**src/rtl/fetch_pkg.sv**
```systemverilog
// Shared types and default widths for the fetch unit and its read buffer.
package fetch_pkg;

  localparam int AW_DEF = 32;
  localparam int DW_DEF = 32;
  localparam int TW_DEF = 2;

  typedef logic [TW_DEF-1:0] thread_t;

  typedef enum logic [1:0] {
    IDLE = 2'd0,
    BUS  = 2'd1,
    DONE = 2'd2
  } state_t;

endpackage

```
**src/rtl/fetch_buf.sv**
```systemverilog
// Per-thread one-entry read buffer (valid, addr, data); looked up by thread,
// filled by bus reads, invalidated by any write to a matching address.
module fetch_buf #(
  parameter int AW = 32,
  parameter int DW = 32,
  parameter int TW = 2
) (
  input  logic          clk,
  input  logic          rst_n,
  input  logic [TW-1:0] lookup_thread,
  input  logic [AW-1:0] lookup_addr,
  output logic          hit,
  output logic [DW-1:0] hit_data,
  input  logic          fill_en,
  input  logic [TW-1:0] fill_thread,
  input  logic [AW-1:0] fill_addr,
  input  logic [DW-1:0] fill_data,
  input  logic          inval_en,
  input  logic [AW-1:0] inval_addr
);

  localparam int NT = 1 << TW;

  logic [NT-1:0] valid;
  logic [AW-1:0] tag [NT];
  logic [DW-1:0] dat [NT];

  always_ff @(posedge clk or negedge rst_n) begin
    if (!rst_n) begin
      valid <= '0;
    end else begin
      for (int i = 0; i < NT; i++) begin
        if (inval_en && tag[i] == inval_addr) valid[i] <= 1'b0;
      end
      if (fill_en) valid[fill_thread] <= 1'b1;
    end
  end

  // Payload carries no reset; it is only ever read behind a valid bit.
  always_ff @(posedge clk) begin
    if (fill_en) begin
      tag[fill_thread] <= fill_addr;
      dat[fill_thread] <= fill_data;
    end
  end

  assign hit      = valid[lookup_thread] && (tag[lookup_thread] == lookup_addr);
  assign hit_data = dat[lookup_thread];

endmodule

```
**src/rtl/fetch_unit.sv**
```systemverilog
// Single-outstanding CPU-to-bus access unit with thread-tagged ack.
// Define FETCH_BUF_EN to add the per-thread read buffer (fetch_buf).
module fetch_unit
  import fetch_pkg::*;
#(
  parameter int AW = AW_DEF,
  parameter int DW = DW_DEF,
  parameter int TW = TW_DEF
) (
  input  logic          clk,
  input  logic          rst_n,
  input  logic          f_enable,
  input  logic          write_mode,
  input  logic [AW-1:0] addr,
  input  logic [DW-1:0] data_i,
  input  logic [TW-1:0] thread,
  output logic [DW-1:0] data_o,
  output logic          ack,
  output logic [TW-1:0] ack_thread,
  output logic          w_req,
  output logic [AW-1:0] w_addr,
  output logic [DW-1:0] w_data_o,
  output logic          w_write,
  input  logic          w_ack,
  input  logic [DW-1:0] w_data_i
);

  state_t        state, next_state;
  logic          latch_en, bus_done, hit_take;
  logic          buf_hit;
  logic [DW-1:0] buf_data;
  logic [TW-1:0] thr_q;

`ifdef FETCH_BUF_EN
  fetch_buf #(.AW(AW), .DW(DW), .TW(TW)) u_buf (
    .clk           (clk),
    .rst_n         (rst_n),
    .lookup_thread (thread),
    .lookup_addr   (addr),
    .hit           (buf_hit),
    .hit_data      (buf_data),
    .fill_en       (bus_done && !w_write),
    .fill_thread   (thr_q),
    .fill_addr     (w_addr),
    .fill_data     (w_data_i),
    .inval_en      (latch_en && write_mode),
    .inval_addr    (addr)
  );
`else
  assign buf_hit  = 1'b0;
  assign buf_data = '0;
`endif

  always_comb begin
    next_state = state;
    latch_en   = 1'b0;
    bus_done   = 1'b0;
    hit_take   = 1'b0;
    unique case (state)
      IDLE: begin
        if (f_enable) begin
          latch_en = 1'b1;
          if (!write_mode && buf_hit) begin
            hit_take   = 1'b1;
            next_state = DONE;
          end else begin
            next_state = BUS;
          end
        end
      end
      BUS: begin
        if (w_ack) begin
          bus_done   = 1'b1;
          next_state = DONE;
        end
      end
      DONE:    next_state = IDLE;
      default: next_state = IDLE;
    endcase
  end

  // The w_* registers double as the request latch; they stay put until the next accept.
  always_ff @(posedge clk or negedge rst_n) begin
    if (!rst_n) begin
      state      <= IDLE;
      data_o     <= '0;
      ack        <= 1'b0;
      ack_thread <= '0;
      w_req      <= 1'b0;
      w_addr     <= '0;
      w_data_o   <= '0;
      w_write    <= 1'b0;
      thr_q      <= '0;
    end else begin
      state <= next_state;
      ack   <= (next_state == DONE);
      w_req <= (next_state == BUS);
      if (latch_en) begin
        w_addr   <= addr;
        w_data_o <= data_i;
        w_write  <= write_mode;
        thr_q    <= thread;
      end
      if (bus_done && !w_write) data_o <= w_data_i;
      if (hit_take) data_o <= buf_data;
      if (next_state == DONE) ack_thread <= hit_take ? thread : thr_q;
    end
  end

endmodule

```
**config.mk**
```make
export PLATFORM = sky130hd
export DESIGN_NAME = fetch_unit
export DESIGN_NICKNAME = d
export VERILOG_FILES = /design/src/rtl/fetch_pkg.sv /design/src/rtl/fetch_buf.sv /design/src/rtl/fetch_unit.sv
export SDC_FILE = /design/constraint.sdc
export NUM_CORES = 1
export LEC_CHECK = 0
export ABC_AREA = 0
export BUFFER_PORTS_ARGS = -buffer_cell sky130_fd_sc_hd__buf_2
export CORE_ASPECT_RATIO = 0.9
export CORE_MARGIN = 2
export CORE_UTILIZATION = 30
export CTS_CLUSTER_SIZE = 20
export DETAILED_ROUTE_END_ITERATION = 10
export GPL_ROUTABILITY_DRIVEN = 1
export MAX_ROUTING_LAYER = met4
export SETUP_SLACK_MARGIN = 0.5
export SKIP_LAST_GASP = 1
export SLEW_MARGIN = 20
export SYNTH_ARGS = -nofsm -noshare
export SYNTH_HDL_FRONTEND = slang
export SYNTH_HIERARCHICAL = 1
export SYNTH_SLANG_ARGS = --single-unit
```
**constraint.sdc**
```tcl
create_clock -name clk -period 1.3 [get_ports clk]
set_input_delay 0.39 -clock clk [delete_from_list [all_inputs] [get_ports clk]]
set_output_delay 0.39 -clock clk [all_outputs]
set_load 0.005 [all_outputs]
```
* Word level (Yosys, flattened, before mapping) *
Index checks and enable logic that the tools add are counted.

cells by class
  equality and inequality tests = 3
  reduce and logical (&&, ||, !) cells = 3
  mux-type cells = 7

operators with widths
  kind                count
  $eq 2x1->1 const B  2
  $mux 1              4
  $mux 2              2
  $pmux 2 s2          1
  $eq 2x2->1 const B  1
  $logic_not 2->1     1
  $logic_and 1x1->1   1
  $logic_not 1->1     1

word-level totals
  logic and storage cells = 22
  bits in registers = 105

* Longest topological paths before layout *
Gate-level depths: netlist of the first run.

  depth after elaboration = 3
  mapped depth = 4

* Worst setup path before layout of the first run *
OpenSTA, ideal clock, no wires.

  path kind = flip-flop to flip-flop
  start point = register state[0]
  end point = register w_addr[10]
  arrival = 1286 ps
  setup time = 127 ps
  slack = -114 ps
  clock period less this slack = 1414 ps
  stages on the path, launching flop included = 5
  path buffers = 2
  cell sequence = dfrtp_1 > nor3b_2 > buf_4 > buf_6 > mux2_1

between the ends
  longest elaborated chain between the ends = 2

RTL lines
  item                    RTL line          text
  start, declared         fetch_unit.sv:28  state_t state, next_state;
  start signal, assigned  fetch_unit.sv:95  state <= next_state;
  $logic_not 2->1         fetch_unit.sv:59  unique case (state)
  $mux 1                  fetch_unit.sv:59
  end signal, assigned    fetch_unit.sv:99  w_addr <= addr;
  end, declared           fetch_unit.sv:21  output logic [AW-1:0] w_addr,

Every way passes these cells.
A chain may end at the register's enable or synchronous reset.

* Worst setup path in the final report of the first run *
  start point = register state[1]
  end point = register w_addr[14]

The elaborated chain is that of the path after synthesis.

==> results of run 1 <==
## layout by cell type, fill, tap and decap left out, drive strengths merged
cell	n
a21oi	2
nand2b	2
nand3b	1
dfrtp	105
clkinv	2
inv	3
and4bb	1
nor3b	1
buf	269
clkbuf	18
mux2	101
## how the worst max path moves through the flow
stage	startpoint	end	slack [ns]	cells after the start
2_1_floorplan	state[1]$_DFF_PN0_	w_addr[11]$_DFFE_PN0P_	-0.10	4
3_3_place_gp	f_enable	w_data_o[24]$_DFFE_PN0P_	-0.22	4
3_5_place_dp	f_enable	w_data_o[10]$_DFFE_PN0P_	-0.26	4
4_1_cts	state[0]$_DFF_PN0_	w_addr[13]$_DFFE_PN0P_	-0.21	5
5_1_grt	state[1]$_DFF_PN0_	w_data_o[20]$_DFFE_PN0P_	-0.30	4
6_report	state[1]$_DFF_PN0_	w_addr[14]$_DFFE_PN0P_	-0.24	5
## registers in the layout, summed over array words and instances (netlist names)
register	flops
w_write	1
w_req	1
thr_q	2
data_o	32
w_data_o	32
ack_thread	2
ack	1
w_addr	32
state	2
## what timing repair did
item | 4_1_cts | 5_1_grt
hold buffers | 0 | 0
buffers inserted | 22 | 31
cloned | 5 | 5
gates resized for setup | 18 | 39
endpoints found under the setup margin | 206 | 206
pin swaps | 1 | 1
## logic make-up (layout without fill, tap and decap cells)
group / after synthesis / after routing / synth area share [%]
compound gates: 2 / 2 / 0.248
buf+inv: 13 / 292 / 2.54
flops: 105 / 105 / 65.1
mux: 101 / 101 / 31.0
simple gates: 5 / 5 / 1.12
## layer usage
metal	vias up	share of wire [%]	routed length, um
li1	1342	-	-
met1	1417	43	4550
met2	121	49	5220
met3	11	6.6	701
met4	0	1.5	156
met5	-	0	0
## power groups by stage
stage	logic (mW)	clock network [mW]	registers, mW
CTS	4.78	2.74	5.33
detailed placement	4.03	0	5.40
floorplan	1.95	0	5.52
global placement	3.96	0	5.35
finish	5.89	2.65	5.36
global route	6.32	2.91	5.52
## final cells by class
type,instances,area [um^2]
fill,1164,6790
clock inverter,3,22.5
tap,168,210
multi-input combinational,108,1500
inverter,2,7.51
sequential,105,2630
timing repair buffer,274,1840
clock buffer,13,270
## metrics by stage
stage	cells	setup WS, ns	utilization (%)
floorplan	226	-0.103	-
global placement	594	-0.221	40.1
detailed placement	594	-0.256	40.1
CTS	637	-0.214	45.0
global route	673	-0.295	48.8
finish	673	-0.244	48.8
==> flow_summary.toml, run 1 <==
[cts]
clock_path_buffers = 2
clock_sinks = 105
clock_latency_ns = 0.35
cts_tree = "yes"
htree_levels = 3
clk_pin_slew_ns = 0.07
cts_buffers = 9
cts_root_buf = "clkbuf_16"

[final_layout]
final_cell_area_um2 = 6470
antenna_cells = 0
drive_above_1_share_pct = 77.2
nets = 603
area_growth_pct = 60.4

[floorplanning]
die_w_um = 126
start_util_pct = 30.4
die_height_um = 114
io_pins = 204
rows = 40
dieArea_um2 = 14400
core_um2 = 13300

[flow_run]
maxCapViolations = 0

[critical_path]
crit_type = "reg -> reg"
crit_chain = "nor3b_4 > buf_6 > buf_12 > clkbuf_16 > mux2_4"
cp_data_arrival_time_ns = 1.78
r2r_end = "w_addr[14]$_DFFE_PN0P_"
rrSetupSlack_ns = -0.24
rr_worst_depth = 5
crit_fanout = 5
cp_data_required_time_ns = 1.53
path_delay_family = "buffers and inverters"
end_kind = "flip-flop"
path_buf_inv = 3
max_stage_delay_ns = 0.44
timing.rr.start = "state[1]$_DFF_PN0_"
start_kind = "flip-flop"
critPathSlowestCell = "dfrtp_2"

[route]
ant_nets = 0
drt-total-wl_mm = 10.6
drc = 0
wl_per_cell_um = 15.8
vias = 2891
drt-pass1-iter-count = 4
drtIter0Drc = 115
vias_per_cell = 4.30

[timing]
final_max_slew_viol_count = 0
period_minus_slack_ns = 1.54
setup_tns_ns = -19.84
setup_slack_ns = -0.244
finalSetupViolCount = 102
max_freq_mhz = 648
worst_pin_slew_ns = 0.291
fin_crit_sh_pct = 119
hold_ws_ns = 0.0333
skew_ns = 0.00841
hold_viol_final = 0
rsz0062_at_grt = "yes"
slew_headroom_pct = 80.6

[synthesis]
syn_inst = 226
netlist_top_cells_count = "105 x dfrtp_1, 41 x mux2_2, 30 x mux2_1, 30 x mux2_4, 6 x buf_6"
synth_top_area_share_pct = 65.1
async_reset_ff_share_pct = 100
syn_avg_cell_area_um2 = 17.9
synth-seq-cells = 105
synth_top_area_cell = "dfrtp_1"
synth_cell_types = 13
ys_seq_area_share_pct = 65.1
syn_nets = 329
synthFlopType = "dfrtp_1"
synth.most_common_cell = "dfrtp_1"
netlist_area_um2 = 4040
synth_edf_count = 0
yosys_warnings = 6
ys_top_cells_by_area = "dfrtp_1 65%, mux2_2 11%, mux2_4 11%"

[power]
p_total_mw = 13.9
p_int_mw = 10.1
pwr-share-clk_pct = 19.1
p_sw_mw = 3.79
pwr-share-seq_pct = 38.5
sw_frac_of_total_pct = 27.3
combPwrFrac_pct = 42.4
p_per_area_nw_per_um2 = 2150
leakagePower_nw = 3.32
ir_drop_v = 0.000951

[status]
status = "finished, violations left"
violations = "setup timing"

[grt]
grtUsageMet2_pct = 22.3
grt_use_met1_pct = 16.7
grt_max_degree = 55
grt_pass1_wl_mm = 15.0
first_global_vias = 2838
busiest_layer = "met2"
gr-usage-all-layers_pct = 14.0
grt_overflow_total = 0
gr-usage-met3_pct = 5.58
antenna_found_initial = 0

[placed_design]
dpl_cell_area_um2 = 5320
gp_congestion = 0.670
io_buffer_count = 203
post-dp-hpwl_mm = 6.23

[worst_hold_path]
hold_class = "in -> async"
No activity file was read; power rests on OpenSTA's default activity.
==> run 2, diff against run 1 <==
clock period = 1.4 ns   (was 1.3 ns; I/O delays follow)
==> run 2 against run 1 <==
  * The flow still finishes with violations (setup timing)
  * Critical path depth fell by 1
  * Count of clock-buffer cells in the layout decreased by 2
  * Global-route usage increased by 0.30 points
  * Design area decreased by 1.7%
  * First-iteration DRC count decreased by 36%
  * Power decreased by 9.1%
  * Clock power down 5%
  * Worst setup slack improved by 0.13 ns
  * Non-clock buffer count decreased by 10
  * Via count down 1.0%
==> flow_summary.toml, run 2 (synthesis gave the netlist of run 1 again) <==
[power]
leakagePower_nw = 3.25
p_total_mw = 12.6
p_per_area_nw_per_um2 = 1990
ir_drop_v = 0.000919

[route]
drt-total-wl_mm = 10.3
vias = 2862
wl_per_cell_um = 15.6
vias_per_cell = 4.32
drtIter0Drc = 74
drc = 0
drt-pass1-iter-count = 3
ant_nets = 0

[critical_path]
start_kind = "flip-flop"
crit_fanout = 8
cp_data_required_time_ns = 1.62
rr_worst_depth = 4
end_kind = "flip-flop"
crit_type = "reg -> reg"
critPathSlowestCell = "dfrtp_2"
cp_data_arrival_time_ns = 1.74
max_stage_delay_ns = 0.40
crit_chain = "buf_4 > and4bb_4 > clkbuf_16 > mux2_4"

[worst_hold_path]
hold_class = "in -> async"

[timing]
skew_ns = 0.00617
max_freq_mhz = 660
final_max_slew_viol_count = 0
worst_pin_slew_ns = 0.291
fin_crit_sh_pct = 108
hold_viol_final = 0
finalSetupViolCount = 102
period_minus_slack_ns = 1.52
setup_slack_ns = -0.116
slew_headroom_pct = 80.6
setup_tns_ns = -7.92
rsz0062_at_grt = "yes"

[final_layout]
final_cell_area_um2 = 6360
num-fill-cells = 1186
nets = 593
antenna_cells = 0
final_common_cell = "buf_2"
final_cell_mix = "201 x buf_2, 103 x dfrtp_1, 71 x mux2_4, 44 x buf_4, 19 x mux2_1"
top_regs = "data_o: 32 flops, w_addr: 32 flops, w_data_o: 32 flops"
drive_above_1_share_pct = 74.5
area_growth_pct = 57.7

[status]
status = "finished, violations left"
violations = "setup timing"

[floorplanning]
die_w_um = 126
die_height_um = 114
io_pins = 204
dieArea_um2 = 14400
rows = 40
core_um2 = 13300
start_util_pct = 30.4

[grt]
grt_max_degree = 55
grt_overflow_total = 0
gr-usage-all-layers_pct = 14.3
grt_pass1_wl_mm = 15.3
first_global_vias = 2874
antenna_found_initial = 0

[cts]
cts_tree = "yes"
clock_path_buffers = 2
clock_sinks = 105
clk_pin_slew_ns = 0.07
htree_levels = 3
clock_latency_ns = 0.34
cts_buffers = 9
ctsHoldBuffers = 0
cts_root_buf = "clkbuf_16"

[placed_design]
gp_congestion = 0.659
post-dp-hpwl_mm = 6.27
io_buffer_count = 203
dpl_cell_area_um2 = 5320

[flow_run]
maxCapViolations = 0
## run 2: changes by cell type in the layout (fill, tap and decap cells not counted), sizes merged
cell and delta:
bufinv +1, buf -8, clkbuf -4
## run 2: metal layers
layer,global-route usage (%),routed length (um),vias up
li1,-,-,1321
met2,21.7,5100,120
met4,4.98,153,0
met3,5.21,677,11
met5,-,0,-
met1,17.8,4370,1410
## run 2: area by class of cell
cell class	instances	area, um^2	area share, %
Sequential cell	105	2630	41.3
Timing Repair Buffer	264	1730	27.2
Multi-Input combinational cell	108	1490	23.4
Clock buffer	11	243	3.81
Tap cell	168	210	3.30
Clock inverter	4	52.6	0.826
Inverter	2	7.51	0.118
## run 2: report_power, final
part / internal [mW] / switching (mW) / total, mW / leakage (nW)
Sequential: 4.34 / 0.655 / 4.99 / 1.23
Clock: 1.43 / 1.09 / 2.52 / 0.146
Combinational: 3.45 / 1.68 / 5.13 / 1.87
## run 2: critical path: cells and delay by family, from the launching register on
kind	cells	cell delay, ns
mux	1	0.30
flops	1	0.40
simple gates	1	0.35
buf+inv	2	0.34
## run 2: final timing paths
| path | start | endpoint | slack, ns |
|---|---|---|---|
| worst max-delay path | state[0]$_DFF_PN0_ | data_o[9]$_DFFE_PN0P_ | -0.12 |
| worst max register to register | state[0]$_DFF_PN0_ | data_o[9]$_DFFE_PN0P_ | -0.12 |
| worst min register to register | w_addr[25]$_DFFE_PN0P_ | w_addr[25]$_DFFE_PN0P_ | 0.48 |
| worst min-delay path | rst_n | data_o[0]$_DFFE_PN0P_ | 0.07 |
| max in group asynchronous | rst_n | w_addr[2]$_DFFE_PN0P_ | 1.07 |
| min in group clk | addr[21] | w_addr[21]$_DFFE_PN0P_ | 0.28 |
## run 2: timing repair
item                       4_1_cts  5_1_grt
gates resized for setup         28       25
pin swaps                        2        1
setup endpoints to repair      204      206
cloned                           6        3
buffers inserted                21       23
## run 2: through the flow
stage               hold WS, ns  setup slack (ns)  util [%]  instances
floorplan                 0.124          -0.00315         -        226
global placement          0.443            -0.152      40.1        594
detailed placement        0.445            -0.204      40.1        594
CTS                      0.0677            -0.124      45.4        636
global route             0.0747            -0.155      48.0        662
finish                   0.0657            -0.116      48.0        662
==> run 3, diff against run 2 <==
PLACE_DENSITY_LB_ADDON = 0.08   (was default)
==> run 3 against run 2 <==
  * The flow still finishes with violations (setup timing)
  * Worst setup slack gained 0.030 ns
  * Worst hold slack gained 0.012 ns
  * Clock power shrank 3%
  * Flip-flop and latch count is the same
  * Sequential power shrank 0.8%
  * Count of clock-buffer cells in the layout grew 1
  * Critical path depth is the same
  * Core utilization shrank 2.5 points
  * Via count shrank 2.6%
==> flow_summary.toml, run 3 (synthesis gave the netlist of run 1 again) <==
[status]
status = "finished, violations left"
violations = "setup timing"

[cts]
clk_pin_slew_ns = 0.08
cts_root_buf = "clkbuf_16"
clock_latency_ns = 0.35
htree_levels = 3
clock_path_buffers = 2
cts_buffers = 9
clock_sinks = 105
cts_tree = "yes"

[grt]
gr-usage-all-layers_pct = 14.4
grt_overflow_total = 0
grt_max_degree = 75
antenna_found_initial = 0
first_global_vias = 2959
grt_pass1_wl_mm = 15.2

[timing]
setup_slack_ns = -0.0855
fin_crit_sh_pct = 106
rsz0062_at_grt = "yes"
period_minus_slack_ns = 1.49
hold_viol_final = 0
max_freq_mhz = 673
finalSetupViolCount = 93
hold_ws_ns = 0.0777
skew_ns = 0.00910
final_max_slew_viol_count = 0
worst_pin_slew_ns = 0.411
slew_headroom_pct = 72.6

[critical_path]
cp_data_required_time_ns = 1.64
r2r_end = "w_data_o[14]$_DFFE_PN0P_"
cp_data_arrival_time_ns = 1.72
start_kind = "flip-flop"
end_kind = "flip-flop"
crit_type = "reg -> reg"
timing.rr.start = "state[1]$_DFF_PN0_"
rr_worst_depth = 4
crit_fanout = 11
cp-startpoint = "state[1]$_DFF_PN0_"
rrSetupSlack_ns = -0.09

[floorplanning]
rows = 40
start_util_pct = 30.4
dieArea_um2 = 14400
core_um2 = 13300
die_w_um = 126
die_height_um = 114
io_pins = 204

[route]
wl_per_cell_um = 15.3
ant_nets = 0
drt-total-wl_mm = 9.99
vias = 2787
vias_per_cell = 4.25
drc = 0
drt-pass1-iter-count = 4
drtIter0Drc = 62

[final_layout]
nets = 585
drive_above_1_share_pct = 72.3
top_regs = "data_o: 32 flops, w_addr: 32 flops, w_data_o: 32 flops"
final_common_cell = "buf_2"
num-fill-cells = 1249
antenna_cells = 0
final_cell_mix = "201 x buf_2, 104 x dfrtp_1, 43 x buf_4, 38 x mux2_2, 37 x mux2_4"
area_growth_pct = 49.6

[power]
p_total_mw = 12.0
leakagePower_nw = 3.04
ir_drop_v = 0.000807
p_per_area_nw_per_um2 = 1990

[flow_run]
maxCapViolations = 0

[placed_design]
post-dp-hpwl_mm = 6.52
io_buffer_count = 203
gp_congestion = 0.711

[worst_hold_path]
hold_class = "in -> async"
## run 3: cell types whose count changed in the layout (fill, tap and decap cells not counted), sizes merged
cell,delta
clkinv,+2
buf,-7
inv,-1
bufinv,-1
## run 3: metrics by stage
stage	instances	instance area [um^2]	util (%)	setup WS [ns]	TNS, ns
detailed placement	599	5360	40.4	-0.163	-11.33
finish	655	6030	45.5	-0.0855	-4.65
global placement	599	5360	40.4	-0.142	-10.10
CTS	637	5840	44.0	-0.0936	-5.33
floorplan	226	4080	-	-0.00315	-0.0703
global route	655	6030	45.5	-0.143	-10.14
## run 3: layer usage
metal,share of wire [%],global-route usage [%],wire [um],vias to the layer above
met5,0,-,0,-
met4,1.1,3.81,110,0
met3,9.3,6.89,931,8
met2,45,21.2,4490,125
met1,45,17.9,4450,1352
li1,-,-,-,1302
## run 3: layout make-up
class | count | area [um^2] | area share (%)
clock inverter | 4 | 27.5 | 0.456
clock buffer | 12 | 256 | 4.25
tap | 168 | 210 | 3.48
multi-input combinational | 108 | 1350 | 22.4
sequential | 105 | 2630 | 43.6
timing repair buffer | 256 | 1550 | 25.7
inverter | 2 | 7.51 | 0.124
## run 3: critical path, cell delays in order, from the launching register on
cell and delay [ns]:
dfrtp_1 0.43, nor3b_4 0.24, buf_4 0.19, clkbuf_16 0.18, mux2_2 0.33
## run 3: where the power goes
part	switching, mW	internal (mW)
combinational	1.56	3.06
clock	1.14	1.31
sequential	0.619	4.33
## run 3: worst max path at each step
stage          slack, ns  cells past startpoint                  endpoint
4_1_cts            -0.09                      4      thr_q[0]$_DFFE_PN0P_
3_3_place_gp       -0.14                      4   w_data_o[1]$_DFFE_PN0P_
3_5_place_dp       -0.16                      4   w_data_o[4]$_DFFE_PN0P_
2_1_floorplan     -0.003                      4    w_addr[11]$_DFFE_PN0P_
5_1_grt            -0.14                      4  w_data_o[14]$_DFFE_PN0P_
6_report           -0.09                      4  w_data_o[14]$_DFFE_PN0P_
## run 3: repair_timing
action                                  in CTS  in global routing
resized for setup                            3                  7
hold buffers                                 0                  0
pin swaps                                    1                  2
gates cloned                                 1                  2
buffers inserted                            21                 16
endpoints found under the setup margin     204                206
hold endpoints to repair                     0                  0
